===== src/rtl/cov_watchdog.sv =====
// Coverage-stall watchdog: tracks best cov_sum and fires a META_CYCLES-long meta_reset after `timeout` stalled cycles.
// All outputs registered (1-cycle latency from sampling edge); no backpressure, cov_sum is sampled every RUN cycle.
module cov_watchdog #(
  parameter int COV_WIDTH     = 32,
  parameter int TIMEOUT_WIDTH = 24,
  parameter int META_CYCLES   = 16,
  parameter int ROUND_WIDTH   = 16,
  parameter bit GLOBAL_BEST   = 1'b1
) (
  input  logic                     clock,
  input  logic                     reset,
  input  logic                     enable,
  input  logic [TIMEOUT_WIDTH-1:0] timeout,
  input  logic [COV_WIDTH-1:0]     cov_sum,
  output logic                     meta_reset,
  output logic                     new_cov,
  output logic [COV_WIDTH-1:0]     best_cov,
  output logic [TIMEOUT_WIDTH-1:0] stall_cnt,
  output logic [ROUND_WIDTH-1:0]   round_cnt,
  output logic                     busy
);

  typedef enum logic [1:0] {IDLE = 2'd0, RUN = 2'd1, META = 2'd2} state_t;

  localparam int MW = (META_CYCLES > 1) ? $clog2(META_CYCLES) : 1;
  localparam logic [MW-1:0] META_LAST = MW'(META_CYCLES - 1);

  state_t                   state_q, state_d;
  logic [MW-1:0]            meta_cnt_q, meta_cnt_d;
  logic [COV_WIDTH-1:0]     best_q, best_d;
  logic [TIMEOUT_WIDTH-1:0] stall_q, stall_d;
  logic [ROUND_WIDTH-1:0]   round_q, round_d;
  logic                     meta_q, meta_d;
  logic                     new_cov_q, new_cov_d;
  logic                     busy_q, busy_d;

  logic progress;
  logic timeout_due;
  logic meta_last;

  assign progress = cov_sum > best_q;
  // Compare one bit wider so stall_q+1 cannot wrap; timeout is used live, so lowering it fires at once.
  assign timeout_due = (timeout != '0) &&
                       (((TIMEOUT_WIDTH+1)'(stall_q) + (TIMEOUT_WIDTH+1)'(1)) >= (TIMEOUT_WIDTH+1)'(timeout));
  assign meta_last = (meta_cnt_q == META_LAST);

  always_ff @(posedge clock or posedge reset) begin
    if (reset) begin
      state_q <= IDLE;
    end else begin
      state_q <= state_d;
    end
  end

  always_comb begin
    state_d = state_q;
    case (state_q)
      IDLE: if (enable) state_d = RUN;
      RUN: begin
        if (!enable) state_d = IDLE;
        else if (!progress && timeout_due) state_d = META;
      end
      META: if (meta_last) state_d = enable ? RUN : IDLE;
      default: state_d = IDLE;
    endcase
  end

  always_comb begin
    meta_cnt_d = meta_cnt_q;
    best_d     = best_q;
    stall_d    = stall_q;
    round_d    = round_q;
    meta_d     = meta_q;
    new_cov_d  = 1'b0;
    busy_d     = (state_d != IDLE);
    case (state_q)
      IDLE: stall_d = '0;
      RUN: begin
        if (!enable) begin
          stall_d = '0;
        end else if (progress) begin
          best_d    = cov_sum;
          stall_d   = '0;
          new_cov_d = 1'b1;
        end else if (timeout_due) begin
          meta_d     = 1'b1;
          meta_cnt_d = '0;
          round_d    = (round_q == '1) ? round_q : round_q + ROUND_WIDTH'(1);
          stall_d    = '0;
          if (!GLOBAL_BEST) best_d = '0;
        end else begin
          stall_d = (stall_q == '1) ? stall_q : stall_q + TIMEOUT_WIDTH'(1);
        end
      end
      META: begin
        // The pulse always runs to full length; enable only picks the exit state.
        if (meta_last) meta_d = 1'b0;
        else meta_cnt_d = meta_cnt_q + MW'(1);
      end
      default: ;
    endcase
  end

  always_ff @(posedge clock or posedge reset) begin
    if (reset) begin
      meta_cnt_q <= '0;
      best_q     <= '0;
      stall_q    <= '0;
      round_q    <= '0;
      meta_q     <= 1'b0;
      new_cov_q  <= 1'b0;
      busy_q     <= 1'b0;
    end else begin
      meta_cnt_q <= meta_cnt_d;
      best_q     <= best_d;
      stall_q    <= stall_d;
      round_q    <= round_d;
      meta_q     <= meta_d;
      new_cov_q  <= new_cov_d;
      busy_q     <= busy_d;
    end
  end

  assign meta_reset = meta_q;
  assign new_cov    = new_cov_q;
  assign best_cov   = best_q;
  assign stall_cnt  = stall_q;
  assign round_cnt  = round_q;
  assign busy       = busy_q;

endmodule


===== config.mk =====
export PLATFORM = sky130hd
export DESIGN_NAME = cov_watchdog
export DESIGN_NICKNAME = d
export VERILOG_FILES = /design/src/rtl/cov_watchdog.sv
export SDC_FILE = /design/constraint.sdc
export NUM_CORES = 1
export LEC_CHECK = 0
export CAP_MARGIN = 10
export CORE_MARGIN = 2
export CORE_UTILIZATION = 36
export CTS_BUF_LIST = sky130_fd_sc_hd__clkbuf_16
export DETAILED_ROUTE_END_ITERATION = 10
export GPL_TIMING_DRIVEN = 0
export PLACE_DENSITY = 0.64
export SYNTH_ARGS = -nofsm -noshare
export SYNTH_HDL_FRONTEND = slang
export SYNTH_SLANG_ARGS = --single-unit

===== constraint.sdc =====
create_clock -name clock -period 9.3 [get_ports clock]
set_input_delay 0.93 -clock clock [delete_from_list [all_inputs] [get_ports clock]]
set_output_delay 0.93 -clock clock [all_outputs]
set_load 0.01 [all_outputs]

After elaboration in Yosys (flattened, before gate mapping). Index checks and enable logic that the tools add are counted.

Bits in registers: 81. Bits of input ports: 59. Output and inout port bits: 75.

Add/sub/neg operators: 4. Magnitude comparators: 2. Equality and inequality tests: 11. Mux-type cells: 24. Bitwise logic cells: 2. Reductions and logical operators: 13.

Operators with widths (count): 24-bit 2-to-1 mux (4); 24-bit case mux with 2 select lines (1); 32-bit greater-than comparator (1); 24-bit by 1-bit adder with 25-bit output (second input constant) (1); 25-bit by 24-bit >= comparator with 1-bit output (1); 24-bit by 1-bit adder with 24-bit output (second input constant) (1); 24-bit equality test (second input constant) (1); 24-bit nonzero test (1); 16-bit by 1-bit adder with 16-bit output (second input constant) (1); 16-bit equality test (second input constant) (1); 4-bit 2-to-1 mux (4); 5-bit AND reduction (3); 2-bit inequality test (second input constant) (5); 1-bit 2-to-1 mux (8); 2-bit 2-to-1 mux (4); 4-bit case mux with 2 select lines (1); 2-bit case mux with 3 select lines (1); 2-bit nonzero test (3); 5-bit inequality test (second input constant) (1); 4-bit by 1-bit adder with 4-bit output (second input constant) (1); 4-bit equality test (second input constant) (1); 3-bit AND reduction (1); 2-bit by 1-bit equality test with 1-bit output (second input constant) (1); 2-bit equality test (second input constant) (1); other kinds (6) (8).

Depth between registers and ports, before layout.
Depth after elaboration: 8. Mapped depth: 16.

Least setup slack after synthesis. Ideal clock, no wire load.

Path type: reg2reg. Start point: reg stall_q[0], in the netlist stall_cnt[0]. End point: reg stall_q[22], in the netlist stall_cnt[22]. Setup time: 103 ps. Arrival time: 3864 ps. Setup slack: 5332 ps. Cell stages (with the launch flop): 16. Path buffers: 0. Clock period less this slack: 3968 ps. Path through: dfrtp_1 -> ha_1 -> nand3_1 -> nor4_2 -> nand3_1 -> or2_2 -> nor2_1 -> xor2_1 -> ha_1 -> nand3_1 -> nor2_1 -> a221oi_1 -> o211ai_1 -> o31a_1 -> or3_4 -> o41ai_2.

Longest elaborated chain between the ends: 7. Elaborated cells on any way between the ends: 12. Classes of those cells: 2 x add/sub; 1 x order compare; 2 x eq/ne; 5 x mux; 2 x reduce/logical.

Ends and longest elaborated chain: start, declared (RTL line 31) `logic [TIMEOUT_WIDTH-1:0] stall_q, stall_d;`; start signal, assigned (RTL line 116) `stall_q <= stall_d;`; 24-bit by 1-bit adder with 25-bit output (RTL line 44) `(((TIMEOUT_WIDTH+1)'(stall_q) + (TIMEOUT_WIDTH+1)'(1)) >= (TIMEOUT_WIDTH+1)'(timeout));`; 25-bit by 24-bit >= comparator with 1-bit output (RTL line 44); 1-bit logical AND (RTL line 43) `assign timeout_due = (timeout != '0) &&`; 24-bit 2-to-1 mux (RTL line 85) `end else if (timeout_due) begin`; 24-bit 2-to-1 mux (RTL line 81) `end else if (progress) begin`; 24-bit 2-to-1 mux (RTL line 79) `if (!enable) begin`; 24-bit case mux with 2 select lines (RTL line 76) `case (state_q)`.

Several ways; a longest one is shown, not always the timed one. The select of a mux whose other input is x is not followed. A chain may end at the register's enable or synchronous reset.

Worst setup path after layout.
Start point: reg stall_q[0], in the netlist stall_cnt[0]. End point: reg stall_q[5], in the netlist stall_cnt[5].

Same word-level chain as after synthesis.

==> summary.txt <==
Run status
  • Status: finished, final reports clean

Power and ir drop
  • Leakage: 3.37 nW
  • Power share of the clock group: 0.233
  • Flop pwr share: 0.348
  • Comb pwr share: 0.419
  • PwrDens: 193 nW/um^2
  • Switching pwr: 474 uW
  • VDD IR-drop max: 0.0000879 V
  • Sw frac: 0.341
  • Internal power: 916 uW

Timing
  • Slew headroom: 0.471
  • Final setup viols: 0
  • Min Tclk post-route: 4.93 ns
  • RSZ-0062 raised after global routing: false
  • Worst-Margin Slew: 0.786 ns
  • Final period util: 0.530
  • Peak Freq: 203 MHz
  • Setup ws final: 4.37 ns
  • Clk_skew: 0.00737 ns
  • Endpoints failing hold: 0
  • Max Transition Viols Final: 0
  • Setup TNS Final: 0 ns

Worst setup path
  • Worst reg2reg setup slack: 4.37 ns
  • Worst r2r dst: stall_cnt[5]$_DFFE_PP0P_
  • Arr. time, crit path: 5.21 ns
  • Crit start category: flop
  • Worst setup path category: flop to flop
  • CP required: 9.58 ns
  • Number of cells on the worst reg-to-reg path: 16
  • Crit path max fanout: 10
  • Reg-to-Reg Start: stall_cnt[0]$_DFFE_PP0P_
  • Nature of the critical path endpoint: flop

GRT
  • Initial antenna violation count: 0
  • Pin count of the biggest net entering global routing: 61
  • Vias in the first global route: 4,765
  • First-pass GRT wire length: 24.1 mm
  • Grt ovf: 0
  • Total Routing Usage GR: 0.188

Final layout
  • Final instance area: 7200 sq um
  • Fraction of layout cells with a size suffix above 1: 0.102
  • Area grow syn2layout: 34.7%
  • Post-layout net count: 809
  • Antenna diodes: 0

Floorplanning
  • Core Area: 14,500 sq um
  • Die area: 15,800 sq um
  • Chip width: 126 microns
  • Die Y: 126 microns
  • Starting Density: 0.368
  • FP Rows: 44
  • Io pins: 134

Min path
  • Min-delay worst type: flop to flop
  • Start point of the worst hold path: meta_reset$_DFFE_PP0P_
  • Hold Path Depth: 1
  • Hold path endpoint: meta_reset$_DFFE_PP0P_

Run
  • Max-Cap Viols: 0

Logic synthesis
  • Post-synth EDFFs: 0
  • Seq cells post-synth: 81
  • Synthesized Nets: 664
  • Synthesized netlist cell count: 546
  • Post-synthesis cell area: 5350 sq um
  • Dominant synthesized flop cell: dfrtp_1
  • Post-synth cell types: 54
  • Async SR Flop Fraction: 1.00
  • Ys Warns: 0
  • Synth Area per Inst: 9.79 sq um
  • Post-synthesis sequential area ratio: 0.379

Place
  • Post-place instance area: 6940 sq um
  • Dpl ws: 4.44 ns
  • DP Wirelength: 11.1 mm
  • I/O Buffers: 133
  • Final GP Congestion: 0.853

CTS
  • CTS H-tree depth: 3
  • Clk root buf: clkbuf_16
  • Longest Clk Path Bufs: 2
  • Hold Buf Count CTS: 0
  • Post-CTS Setup Repair Bufs: 0
  • Post_cts resized: 0
  • Clock Latency Late Sink: 0.34 ns
  • CTS sink count: 81
  • Clock tree from TritonCTS: built
  • Clock transition at path regs: 0.06 ns
  • TritonCTS Buffers: 9

Route
  • Residual DRC: 0
  • Post-Route WL: 14.3 mm
  • Vias per cell: 5.22
  • Final ANT Viol Nets: 0
  • Pre-Repair DR Iteration Count: 4
  • Vias: 4,590
  • Drt wl/cell: 16.2 microns
  • Initial DRC Count: 199
layout make-up:
class | instances | area [sq um]
plain buffers | 13 | 87.6
clock buffers | 9 | 225
clock inverters | 7 | 37.5
fillers | 1358 | 7330
inverters | 61 | 231
multi-input cells | 391 | 3000
flip-flops and latches | 81 | 2030
well taps | 184 | 230
repair buffers | 134 | 1360
worst max path at each step:
| stage | from | end | slack, ns | depth (start not counted) |
|---|---|---|---|---|
| floorplan | stall_cnt[0]$_DFFE_PP0P_ | stall_cnt[22]$_DFFE_PP0P_ | 5.33 | 15 |
| finish | stall_cnt[0]$_DFFE_PP0P_ | stall_cnt[5]$_DFFE_PP0P_ | 4.37 | 16 |
| global placement | stall_cnt[0]$_DFFE_PP0P_ | stall_cnt[19]$_DFFE_PP0P_ | 4.45 | 16 |
| global route | stall_cnt[0]$_DFFE_PP0P_ | round_cnt[4]$_DFFE_PP0P_ | 4.03 | 16 |
| detailed placement | stall_cnt[0]$_DFFE_PP0P_ | stall_cnt[5]$_DFFE_PP0P_ | 4.44 | 16 |
| CTS | stall_cnt[0]$_DFFE_PP0P_ | stall_cnt[5]$_DFFE_PP0P_ | 4.43 | 16 |
flip-flops by register name, indices dropped and copies added (netlist names):
| signal | count |
|---|---|
| meta_cnt_q | 4 |
| new_cov | 1 |
| busy | 1 |
| meta_reset | 1 |
| best_cov | 32 |
| state_q | 2 |
| stall_cnt | 24 |
| round_cnt | 16 |
synthesized netlist by cell type (2+ instances only):
cell,n,area [sq um]
a21o_1,6,45.0
a21oi_1,27,135
a22o_1,18,158
a311oi_1,2,17.5
a31oi_1,3,18.8
a32oi_1,3,26.3
a41o_1,2,20.0
and2_1,4,25.0
and3_1,5,31.3
buf_2,7,35.0
buf_6,4,45.0
clkbuf_1,2,7.51
dfrtp_1,81,2030
ha_1,59,738
inv_1,61,229
mux2_1,2,22.5
mux2_2,31,349
nand2_1,38,143
nand2b_1,8,50.1
nand3_1,21,105
nand4_1,22,138
nor2_1,24,90.1
nor2b_1,3,18.8
nor3_1,16,80.1
nor4_1,13,81.3
nor4_2,2,25.0
o211ai_1,2,15.0
o21ai_0,11,55.1
o311a_1,2,20.0
o31a_1,2,17.5
o31ai_1,2,15.0
or2_2,5,31.3
xnor2_1,13,114
xor2_1,25,219
critical path, cell delays in order (launching register included):
cell,delay (ns)
dfrtp_1,0.46
ha_1,0.28
nand3_1,0.33
nor4_2,0.60
nand3_1,0.25
or2_2,0.38
nor2_1,0.14
xor2_1,0.20
ha_1,0.28
nand3_1,0.12
nor2_1,0.06
a221oi_1,0.26
o211ai_1,0.18
o31a_1,0.39
nor3_4,0.42
buf_2,0.35
a22o_1,0.17
layout by cell type, fill, tap and decap left out, types with 4 or more instances in the layout:
cell type and n:
nand2b_1 8, and2_1 4, buf_2 7, a21o_1 6
o21ai_0 11, ha_1 59, nand3_1 21, a22o_1 18
nor4_1 13, inv_1 61, buf_6 4, and3_1 5
or2_2 5, clkdlybuf4s50_1 133, xor2_1 25, nor3_1 16
clkbuf_16 9, dfrtp_1 81, a21oi_1 27, nand2_1 38
xnor2_1 13, mux2_2 31, nand4_1 22, nor2_1 24
power by group through the flow:
stage,Sequential [mW],Clock [mW],Combinational (mW)
after detailed placement,0.490,0,0.587
after global routing,0.495,0.357,0.644
after CTS,0.485,0.337,0.591
after global placement,0.483,0,0.571
after floorplan,0.516,0,0.291
final,0.484,0.325,0.582
cell families (layout without fill, tap and decap cells):
group	count (synthesis)	after routing	share of synthesized area
and+or+nand+nor	168	168	0.167
muxes	33	33	0.0695
DFF	81	81	0.379
xor gates and xnor gates	38	38	0.0623
adders and majority gates	59	59	0.138
AOI/OAI and AO/OA	93	93	0.125
buffers and inverters	74	224	0.0592
layer usage:
layer	part of all wire	global-route usage
met5	0	0
met4	0.0078	0.0420
met3	0.048	0.0463
met2	0.48	0.317
met1	0.46	0.246
per-stage QoR:
step	utilization	cells	total power [mW]	hold WS (ns)
after floorplan	-	546	0.806	0.454
after global placement	0.475	863	1.05	0.480
after detailed placement	0.477	864	1.08	0.478
after CTS	0.495	880	1.41	0.488
after global routing	0.495	880	1.50	0.506
final	0.495	880	1.39	0.486
Note: power is estimated with default switching activity, not from simulation.
